File: src/rtl/csa_resolve_cpa_pkg.sv
// Shared types and sizing helpers for the chunked carry-propagate resolver.
//   cpa_state_t : FSM encoding (IDLE -> BUSY -> DONE -> IDLE)
//   nchunk()    : number of CHUNK-wide slices in a MAX-wide operand
//   idx_w()     : width of the slice counter, $clog2(NCHUNK)+1 bits
package csa_resolve_cpa_pkg;

  typedef enum logic [1:0] {
    IDLE = 2'd0,
    BUSY = 2'd1,
    DONE = 2'd2
  } cpa_state_t;

  function automatic int nchunk(input int max, input int chunk);
    return max / chunk;
  endfunction

  // The extra bit keeps the counter at least one bit wide when NCHUNK == 1.
  function automatic int idx_w(input int max, input int chunk);
    return $clog2(max / chunk) + 1;
  endfunction

endpackage

File: src/rtl/csa_resolve_cpa_if.sv
// Handshake bundle between the CSA tree side, the resolver and the result consumer.
//   in_valid/in_ready/s_in/c_in : operand side, redundant (s, c) pair
//   out_valid/out_ready/sum/cout: result side
// Handshake rule (both sides): a transfer happens on a rising clk edge where
// valid && ready are both high. The producer holds valid and data stable until
// that edge; ready may be asserted or withdrawn freely and carries no data.
// master = producer/consumer environment, slave = the resolver.
interface csa_resolve_cpa_if #(
  parameter int MAX = 32
);
  logic           in_valid;
  logic           in_ready;
  logic [MAX-1:0] s_in;
  logic [MAX-1:0] c_in;
  logic           out_valid;
  logic           out_ready;
  logic [MAX-1:0] sum;
  logic           cout;

  modport master (
    output in_valid, s_in, c_in, out_ready,
    input  in_ready, out_valid, sum, cout
  );

  modport slave (
    input  in_valid, s_in, c_in, out_ready,
    output in_ready, out_valid, sum, cout
  );
endinterface

File: src/rtl/csa_resolve_cpa_chunk.sv
// Combinational CHUNK-bit ripple-carry adder used for one slice per cycle.
//   a, b : CHUNK-bit addends
//   cin  : carry in from the previous slice
//   s    : CHUNK-bit sum
//   cout : carry out of the slice's top bit
module fulladder (
  input  logic a,
  input  logic b,
  input  logic cin,
  output logic s,
  output logic cout
);
  assign s    = a ^ b ^ cin;
  assign cout = (a & b) | (a & cin) | (b & cin);
endmodule

module cpa_chunk #(
  parameter int CHUNK = 8
) (
  input  logic [CHUNK-1:0] a,
  input  logic [CHUNK-1:0] b,
  input  logic             cin,
  output logic [CHUNK-1:0] s,
  output logic             cout
);
  logic [CHUNK:0] c;

  assign c[0] = cin;

  for (genvar i = 0; i < CHUNK; i++) begin : g_fa
    fulladder u_fa (
      .a    (a[i]),
      .b    (b[i]),
      .cin  (c[i]),
      .s    (s[i]),
      .cout (c[i+1])
    );
  end

  assign cout = c[CHUNK];
endmodule

File: src/rtl/csa_resolve_cpa.sv
// Final carry-propagate stage after a CSA reduction tree. One (s, c) pair is
// captured per transaction and resolved to sum = (s + c) mod 2^MAX, CHUNK bits
// per cycle, so the carry chain is only CHUNK full adders deep.
//   clk, reset : clock, synchronous active-high reset
//   io (slave) : in_valid/in_ready/s_in/c_in and out_valid/out_ready/sum/cout
//   busy       : high whenever the FSM is not in IDLE
//   state_dbg  : current FSM state
// Timing: handshake edge ends cycle 0, BUSY for cycles 1..NCHUNK, out_valid
// from cycle NCHUNK+1; back-to-back transactions take NCHUNK+2 cycles.
module csa_resolve_cpa
  import csa_resolve_cpa_pkg::*;
#(
  parameter int MAX   = 32,
  parameter int CHUNK = 8
) (
  input  logic                clk,
  input  logic                reset,
  csa_resolve_cpa_if.slave    io,
  output logic                busy,
  output cpa_state_t          state_dbg
);
  localparam int NCHUNK = nchunk(MAX, CHUNK);
  localparam int IDX_W  = idx_w(MAX, CHUNK);
  localparam logic [IDX_W-1:0] IDX_LAST = IDX_W'(NCHUNK - 1);

  if (MAX % CHUNK != 0) begin : g_bad_chunk
    $error("csa_resolve_cpa: MAX must be a multiple of CHUNK");
  end

  cpa_state_t       state_q, state_d;
  logic [IDX_W-1:0] idx_q;
  logic [MAX-1:0]   s_q, c_q, sum_q;
  logic             carry_q, cout_q;

  logic [CHUNK-1:0] chunk_s;
  logic             chunk_co;

  // One adder, steered to the active slice by idx.
  cpa_chunk #(.CHUNK(CHUNK)) u_chunk (
    .a    (s_q[idx_q*CHUNK +: CHUNK]),
    .b    (c_q[idx_q*CHUNK +: CHUNK]),
    .cin  (carry_q),
    .s    (chunk_s),
    .cout (chunk_co)
  );

  always_comb begin
    state_d = state_q;
    case (state_q)
      IDLE:    if (io.in_valid)      state_d = BUSY;
      BUSY:    if (idx_q == IDX_LAST) state_d = DONE;
      DONE:    if (io.out_ready)     state_d = IDLE;
      default:                       state_d = IDLE;
    endcase
  end

  always_ff @(posedge clk) begin
    if (reset) begin
      state_q <= IDLE;
      idx_q   <= '0;
      s_q     <= '0;
      c_q     <= '0;
      carry_q <= 1'b0;
      sum_q   <= '0;
      cout_q  <= 1'b0;
    end else begin
      state_q <= state_d;
      case (state_q)
        IDLE: begin
          if (io.in_valid) begin
            s_q     <= io.s_in;
            c_q     <= io.c_in;
            carry_q <= 1'b0;
            idx_q   <= '0;
            sum_q   <= '0;
          end
        end
        BUSY: begin
          sum_q[idx_q*CHUNK +: CHUNK] <= chunk_s;
          carry_q                     <= chunk_co;
          idx_q                       <= idx_q + 1'b1;
          if (idx_q == IDX_LAST) cout_q <= chunk_co;
        end
        default: ;
      endcase
    end
  end

  assign io.in_ready  = (state_q == IDLE);
  assign io.out_valid = (state_q == DONE);
  assign io.sum       = sum_q;
  assign io.cout      = cout_q;
  assign busy         = (state_q != IDLE);
  assign state_dbg    = state_q;
endmodule

File: src/flat_wrapper.sv
// flat-port wrapper written by rule: the top's interface ports become plain ports
module csa_resolve_cpa_flat import csa_resolve_cpa_pkg::*;
#(
  parameter int MAX   = 32,
  parameter int CHUNK = 8
)
  (clk, reset, busy, state_dbg, io_in_valid, io_s_in, io_c_in, io_out_ready, io_in_ready, io_out_valid, io_sum, io_cout);
  csa_resolve_cpa_if #(.MAX(MAX)) io_i ();
  input  logic clk;
  input  logic reset;
  output logic busy;
  output cpa_state_t state_dbg;
  input wire logic [$bits(io_i.in_valid)-1:0] io_in_valid;
  input wire logic [$bits(io_i.s_in)-1:0] io_s_in;
  input wire logic [$bits(io_i.c_in)-1:0] io_c_in;
  input wire logic [$bits(io_i.out_ready)-1:0] io_out_ready;
  output wire logic [$bits(io_i.in_ready)-1:0] io_in_ready;
  output wire logic [$bits(io_i.out_valid)-1:0] io_out_valid;
  output wire logic [$bits(io_i.sum)-1:0] io_sum;
  output wire logic [$bits(io_i.cout)-1:0] io_cout;
  assign io_i.in_valid = io_in_valid;
  assign io_i.s_in = io_s_in;
  assign io_i.c_in = io_c_in;
  assign io_i.out_ready = io_out_ready;
  assign io_in_ready = io_i.in_ready;
  assign io_out_valid = io_i.out_valid;
  assign io_sum = io_i.sum;
  assign io_cout = io_i.cout;
  csa_resolve_cpa #(.MAX(MAX), .CHUNK(CHUNK)) u_core (.clk(clk), .reset(reset), .io(io_i), .busy(busy), .state_dbg(state_dbg));
endmodule
File: config.mk
export PLATFORM = sky130hd
export DESIGN_NAME = csa_resolve_cpa_flat
export DESIGN_NICKNAME = d
export VERILOG_FILES = /design/src/rtl/csa_resolve_cpa_pkg.sv /design/src/rtl/csa_resolve_cpa_if.sv /design/src/rtl/csa_resolve_cpa_chunk.sv /design/src/rtl/csa_resolve_cpa.sv /design/src/flat_wrapper.sv
export SDC_FILE = /design/constraint.sdc
export NUM_CORES = 1
export LEC_CHECK = 0
export ABC_CLOCK_PERIOD_IN_PS = 5900
export BUFFER_PORTS_ARGS = -buffer_cell sky130_fd_sc_hd__buf_2
export CORE_MARGIN = 2
export CORE_UTILIZATION = 55
export CTS_BUF_LIST = sky130_fd_sc_hd__clkbuf_8
export CTS_CLUSTER_SIZE = 8
export DETAILED_ROUTE_END_ITERATION = 8
export PLACE_DENSITY = 0.82
export SETUP_SLACK_MARGIN = 0.5
export SLEW_MARGIN = 20
export SYNTH_ARGS = -nofsm -noshare
export SYNTH_HDL_FRONTEND = slang
export SYNTH_SLANG_ARGS = --single-unit
File: constraint.sdc
create_clock -name clk -period 5.9 [get_ports clk]
set_input_delay 0.59 -clock clk [delete_from_list [all_inputs] [get_ports clk]]
set_output_delay 0.59 -clock clk [all_outputs]
set_load 0.1 [all_outputs]
Yosys cells after proc, flatten, opt, wreduce, memory -nomap -nowiden
Index checks and enable logic that the tools add are counted.
Cells by class
  bitwise logic cells: 56
  $add $sub $neg: 2
  eq/ne operators: 6
  reductions and logical operators: 7
  shift-type cells: 4
  multiplexer cells: 11
Operator list (number)
  $pmux W32 S2: 1
  $shiftx A32 B7 Y8: 2
  $neg A6 Y34: 1
  $shift A8 B34 Y32 const A: 1
  $shiftx A8 B34 Y32: 1
  $bwmux W32: 1
  $mux W32: 1
  $and A1 B1 Y1: 24
  $or A1 B1 Y1: 16
  $xor A1 B1 Y1: 16
  $mux W2: 3
  $pmux W2 S3: 1
  $pmux W3 S2: 1
  $reduce_and A2 Y1: 3
  $ne A2 B2 Y1 const B: 2
  $reduce_bool A2 Y1: 2
  $add A3 B1 Y3 const B: 1
  $eq A3 B2 Y1 const B: 1
  $mux W3: 1
  $reduce_and A3 Y1: 1
  $eq A2 B1 Y1 const B: 1
  $eq A2 B2 Y1 const B: 1
  $logic_not A2 Y1: 1
  $ne A2 B1 Y1 const B: 1
  other kinds (2): 2
Word-level totals
  bits in registers: 103
  output and inout port bits: 38

Depth between registers and ports, before layout
  depth in word-level cells: 26
  depth in mapped cells: 17
  depth with buffers taken out: 16

Cells and area by module
Synthesis repeated with hierarchy kept, for this count alone.
Second synthesis, totals
  cells, all modules: 480
  area total of the unflattened synthesis: 4682.0 µm²
By module, submodules not included
  csa_resolve_cpa: area an instance 4521.8 µm², times used 1, cells each 472
  fulladder: area an instance 20.0 µm², times used 8, cells each 1

Least setup slack after synthesis
No wires, ideal clock.
  path kind: flip-flop to flip-flop
  start point: register u_core.idx_q[0]
  end point: register u_core.sum_q[7], in the netlist u_core.io.sum[7]
  cell stages (with the launch flop): 18
  data arrival time: 4.209 ns
  buffers on the path: 1
  library setup time: 0.121 ns
  setup slack: 1.570 ns
  period minus slack after synthesis: 4.330 ns
  required time: 5.779 ns
  cells stage by stage: dfxtp_1 -> buf_4 -> mux4_2 -> and2_1 -> fa_1 -> fa_1 -> inv_1 -> fa_1 -> fa_1 -> fa_1 -> inv_1 -> fa_1 -> inv_1 -> fa_1 -> inv_1 -> fa_1 -> nor2b_1 -> mux2_2
On the way
  word-level cells in the longest chain between the ends: 26
RTL lines
  from (decl): RTL line csa_resolve_cpa.sv:31  | logic [IDX_W-1:0] idx_q;
  from (signal assigned): RTL line csa_resolve_cpa.sv:81  | idx_q <= idx_q + 1'b1;
  $shiftx A32 B7 Y8 (on tied branches): RTL line csa_resolve_cpa.sv:40, csa_resolve_cpa.sv:41
  $and A1 B1 Y1: RTL line csa_resolve_cpa_chunk.sv:14  | assign cout = (a & b) | (a & cin) | (b & cin);
  $or A1 B1 Y1 (2 in a row): RTL line csa_resolve_cpa_chunk.sv:14
  $and A1 B1 Y1: RTL line csa_resolve_cpa_chunk.sv:14
  $or A1 B1 Y1 (2 in a row): RTL line csa_resolve_cpa_chunk.sv:14
  $and A1 B1 Y1: RTL line csa_resolve_cpa_chunk.sv:14
  $or A1 B1 Y1 (2 in a row): RTL line csa_resolve_cpa_chunk.sv:14
  $and A1 B1 Y1: RTL line csa_resolve_cpa_chunk.sv:14
  [5 not listed]
  $and A1 B1 Y1: RTL line csa_resolve_cpa_chunk.sv:14
  $or A1 B1 Y1 (2 in a row): RTL line csa_resolve_cpa_chunk.sv:14
  $and A1 B1 Y1: RTL line csa_resolve_cpa_chunk.sv:14
  $or A1 B1 Y1 (2 in a row): RTL line csa_resolve_cpa_chunk.sv:14
  $xor A1 B1 Y1: RTL line csa_resolve_cpa_chunk.sv:13  | assign s = a ^ b ^ cin;
  $shiftx A8 B34 Y32: RTL line csa_resolve_cpa.sv:79  | sum_q[idx_q*CHUNK +: CHUNK] <= chunk_s;
  $bwmux W32 *: RTL line csa_resolve_cpa.sv:79
  $pmux W32 S2 *: RTL line csa_resolve_cpa.sv:68  | case (state_q)
  to (signal, indexed assignment): RTL line csa_resolve_cpa.sv:79
  to (decl): RTL line csa_resolve_cpa.sv:32  | logic [MAX-1:0] s_q, c_q, sum_q;
Mark *: on every way between the ends. The rest lies on a longest branch, timed or not.
A chain may end at the register's enable or synchronous reset.

Worst setup path after layout
Ends and elaborated chain as after synthesis.

==> flow_metrics.env <==
export IMPL_die_h_um=94.1
export IMPL_synth_area_um2=4460
export IMPL_async_flop_share_pct=0
export IMPL_grt_pass1_wl_um=16300
export IMPL_die_x_um=94.1
export IMPL_final_nets=641
export IMPL_worst_pin_slew_ps=921
export IMPL_first_global_vias=3411
export IMPL_cap_violations=0
export IMPL_core_um2=7810
export IMPL_wl_um=9930
export IMPL_synthCells=468
export IMPL_cts_buffer_depth=2
export IMPL_maxSlewViolCount=0
export IMPL_wl_per_cell_um=14.9
export IMPL_ant_nets=0
export IMPL_r2r_start="u_core.idx_q[0]$_SDFFE_PP0P_"
export IMPL_antenna_diode_count=0
export IMPL_period_share_pct=78.5
export IMPL_cts_resized_gates=0
export IMPL_fill_cells=626
export IMPL_ir_drop_uv=135
export IMPL_fmax_mhz=216
export IMPL_yosys_warnings=0
export IMPL_cp_max_fo=11
export IMPL_hold_path_class="primary input to register"
export IMPL_synthFlopType="dfxtp_1"
export IMPL_ys_types=39
export IMPL_synth_edf_count=0
export IMPL_drt_iter0_markers=213
export IMPL_leakage_nw=2.20
export IMPL_holdPathEnd="u_core.c_q[15]$_SDFFE_PP0P_"
export IMPL_numCtsBuffers=9
export IMPL_startpoint_type="register"
export IMPL_ff_latch_area_um2=2060
export IMPL_clk_pin_slew_worst_paths_ps=100
export IMPL_min_from="io_c_in[15]"
export IMPL_syn_nets=551
export IMPL_power_density_nw_per_um2=267
export IMPL_portBuffers=105
export IMPL_met3_usage_pct=3.85
export IMPL_dieArea_um2=8850
export IMPL_use_met2_pct=38.8
export IMPL_layout_drive_gt1_share_pct=28.8
export IMPL_relSlewSlack_pct=38.6
export IMPL_initial_core_util_pct=57.1
export IMPL_finClkSkew_ps=10.6
export IMPL_ys_seq_area_share_pct=46.2
export IMPL_fin_tns_setup_ps=0
export IMPL_num_rows=32
export IMPL_tritoncts="done"
export IMPL_area_delta_synth_final_pct=16.5
export IMPL_firstDrtPassIters=4
export IMPL_top_usage_layer="met2"
export IMPL_status="completed"
export IMPL_setup_violations=0
export IMPL_min_period_ps=4630
export IMPL_cts_sinks=103
export IMPL_vias=3593
export IMPL_whs_path_depth=3
export IMPL_rr_worst_depth=16
export IMPL_track_usage_pct=23.6
export IMPL_hold_viol=0
export IMPL_root_buffer="clkbuf_8"
export IMPL_critPathArrivalTime_ps=4890
export IMPL_dp_hpwl_um=7240
export IMPL_gr_usage_met1_pct=32.0
export IMPL_ys_seq_elements=103
export IMPL_postPlaceCellArea_um2=4990
export IMPL_gp_congestion=0.788
export IMPL_post_cts_buffers=0
export IMPL_rr_endpoint="u_core.io.sum[7]$_SDFFE_PP0P_"
export IMPL_criticalPathCategory="register to register"
export IMPL_htreeDepth=3
export IMPL_grt_max_degree=91
export IMPL_ioPinCount=106
export IMPL_rrSetupSlack_ps=1270
export IMPL_overflow=0
export IMPL_drcViolationCount=0
export IMPL_cp_required_ps=6160
export IMPL_hold_buffers=0
export IMPL_clk_latency_ps=370
export IMPL_syn_avg_cell_area_um2=9.53
export IMPL_fin_area_um2=5200
export IMPL_antenna_found_initial=0
export IMPL_via_per_inst=5.40
export IMPL_critPathCaptureType="register"
export IMPL_rsz0062_at_grt="no"
export IMPL_multi_input_area_um2=2200
[per-stage QoR]
stage	util [%]	setup slack, ps	hold WS (ps)	power (mW)	instances
after global routing	66.6	938	433	1.45	665
after floorplan	-	1570	433	0.896	468
final	66.6	1270	448	1.39	665
after detailed placement	63.9	1240	447	0.950	649
after global placement	63.9	1320	439	0.943	649
after CTS	66.6	1220	437	1.39	665
[routing by layer]
layer / share of wire, % / vias to the layer above / routed length [µm]
met5: 0 / - / 0
met4: 1.3 / 0 / 127
met3: 6.0 / 10 / 591
met2: 49 / 121 / 4850
met1: 44 / 1693 / 4360
li1: - / 1769 / -
[flip-flops by register name, indices dropped and copies added, names as in the netlist]
register and cells:
u_core.carry_q 1, u_core.idx_q 3, u_core.c_q 32, u_core.io.sum 32
u_core.s_q 32, u_core.io.cout 1, u_core.state_dbg 2
[cells in the mapped netlist, types with 3 or more instances]
cell type	count	area [µm²]
and2_1	8	50.1
fa_1	8	160
a21oi_1	67	335
dfxtp_1	103	2060
nor2_1	9	33.8
clkbuf_1	8	30.0
nor3b_1	8	60.1
a22o_1	24	210
buf_2	17	85.1
and4b_1	3	30.0
mux2_2	8	90.1
ha_1	7	87.6
nor2b_1	5	31.3
mux4_2	16	360
buf_4	3	22.5
nand2_1	139	522
inv_1	8	30.0
buf_6	3	33.8
[worst max-delay path by stage]
stage | from | cells past startpoint | to
final | u_core.idx_q[0]$_SDFFE_PP0P_ | 16 | u_core.io.sum[7]$_SDFFE_PP0P_
after global routing | u_core.idx_q[0]$_SDFFE_PP0P_ | 16 | u_core.io.sum[7]$_SDFFE_PP0P_
after floorplan | u_core.idx_q[0]$_SDFFE_PP0P_ | 17 | u_core.io.sum[7]$_SDFFE_PP0P_
after detailed placement | u_core.idx_q[0]$_SDFFE_PP0P_ | 16 | u_core.io.sum[7]$_SDFFE_PP0P_
after global placement | u_core.idx_q[0]$_SDFFE_PP0P_ | 16 | u_core.io.sum[7]$_SDFFE_PP0P_
after CTS | u_core.idx_q[0]$_SDFFE_PP0P_ | 16 | u_core.io.sum[7]$_SDFFE_PP0P_
[cells by family (layout without fill, tap and decap cells)]
kind of cell	count (synthesis)	in the layout	synth area share (%)
AO/OA/AOI/OAI	95	95	12.9
AND/OR/NAND/NOR	190	190	20.4
buffers and inverters	40	135	4.60
flip-flops	103	103	46.2
adder cells (fa/ha/maj)	15	15	5.55
multiplexers	25	25	10.3
[cells in the final DEF, fill, tap and decap left out, drive strengths merged, types with 9 or more instances in the layout]
master	n
nand2	139
nor2	10
inv	10
buf	111
clkbuf	10
mux4	16
nor3b	9
a21oi	67
dfxtp	103
a22o	24
[cell type report]
class | count | area share, %
clock buffer | 10 | 2.65
clock inverter | 6 | 1.30
inverter | 8 | 0.578
multi-input combinational | 325 | 42.4
sequential | 103 | 39.7
tap | 102 | 2.46
timing repair buffer | 111 | 11.0
[power by group]
| group | internal, mW | switching (mW) |
|---|---|---|
| clock | 0.211 | 0.244 |
| sequential | 0.724 | 0.0209 |
| combinational | 0.0724 | 0.116 |
[critical path, cell delays in order, from the launching register on]
cell	delay, ps
dfxtp_1	750
mux4_2	570
and2_1	180
fa_1	430
fa_1	380
inv_1	80
fa_1	180
fa_1	190
fa_1	160
inv_1	40
fa_1	360
inv_1	80
fa_1	160
inv_1	50
fa_1	430
nor2b_1	170
mux2_2	310
(Power assumes the default switching activity.)
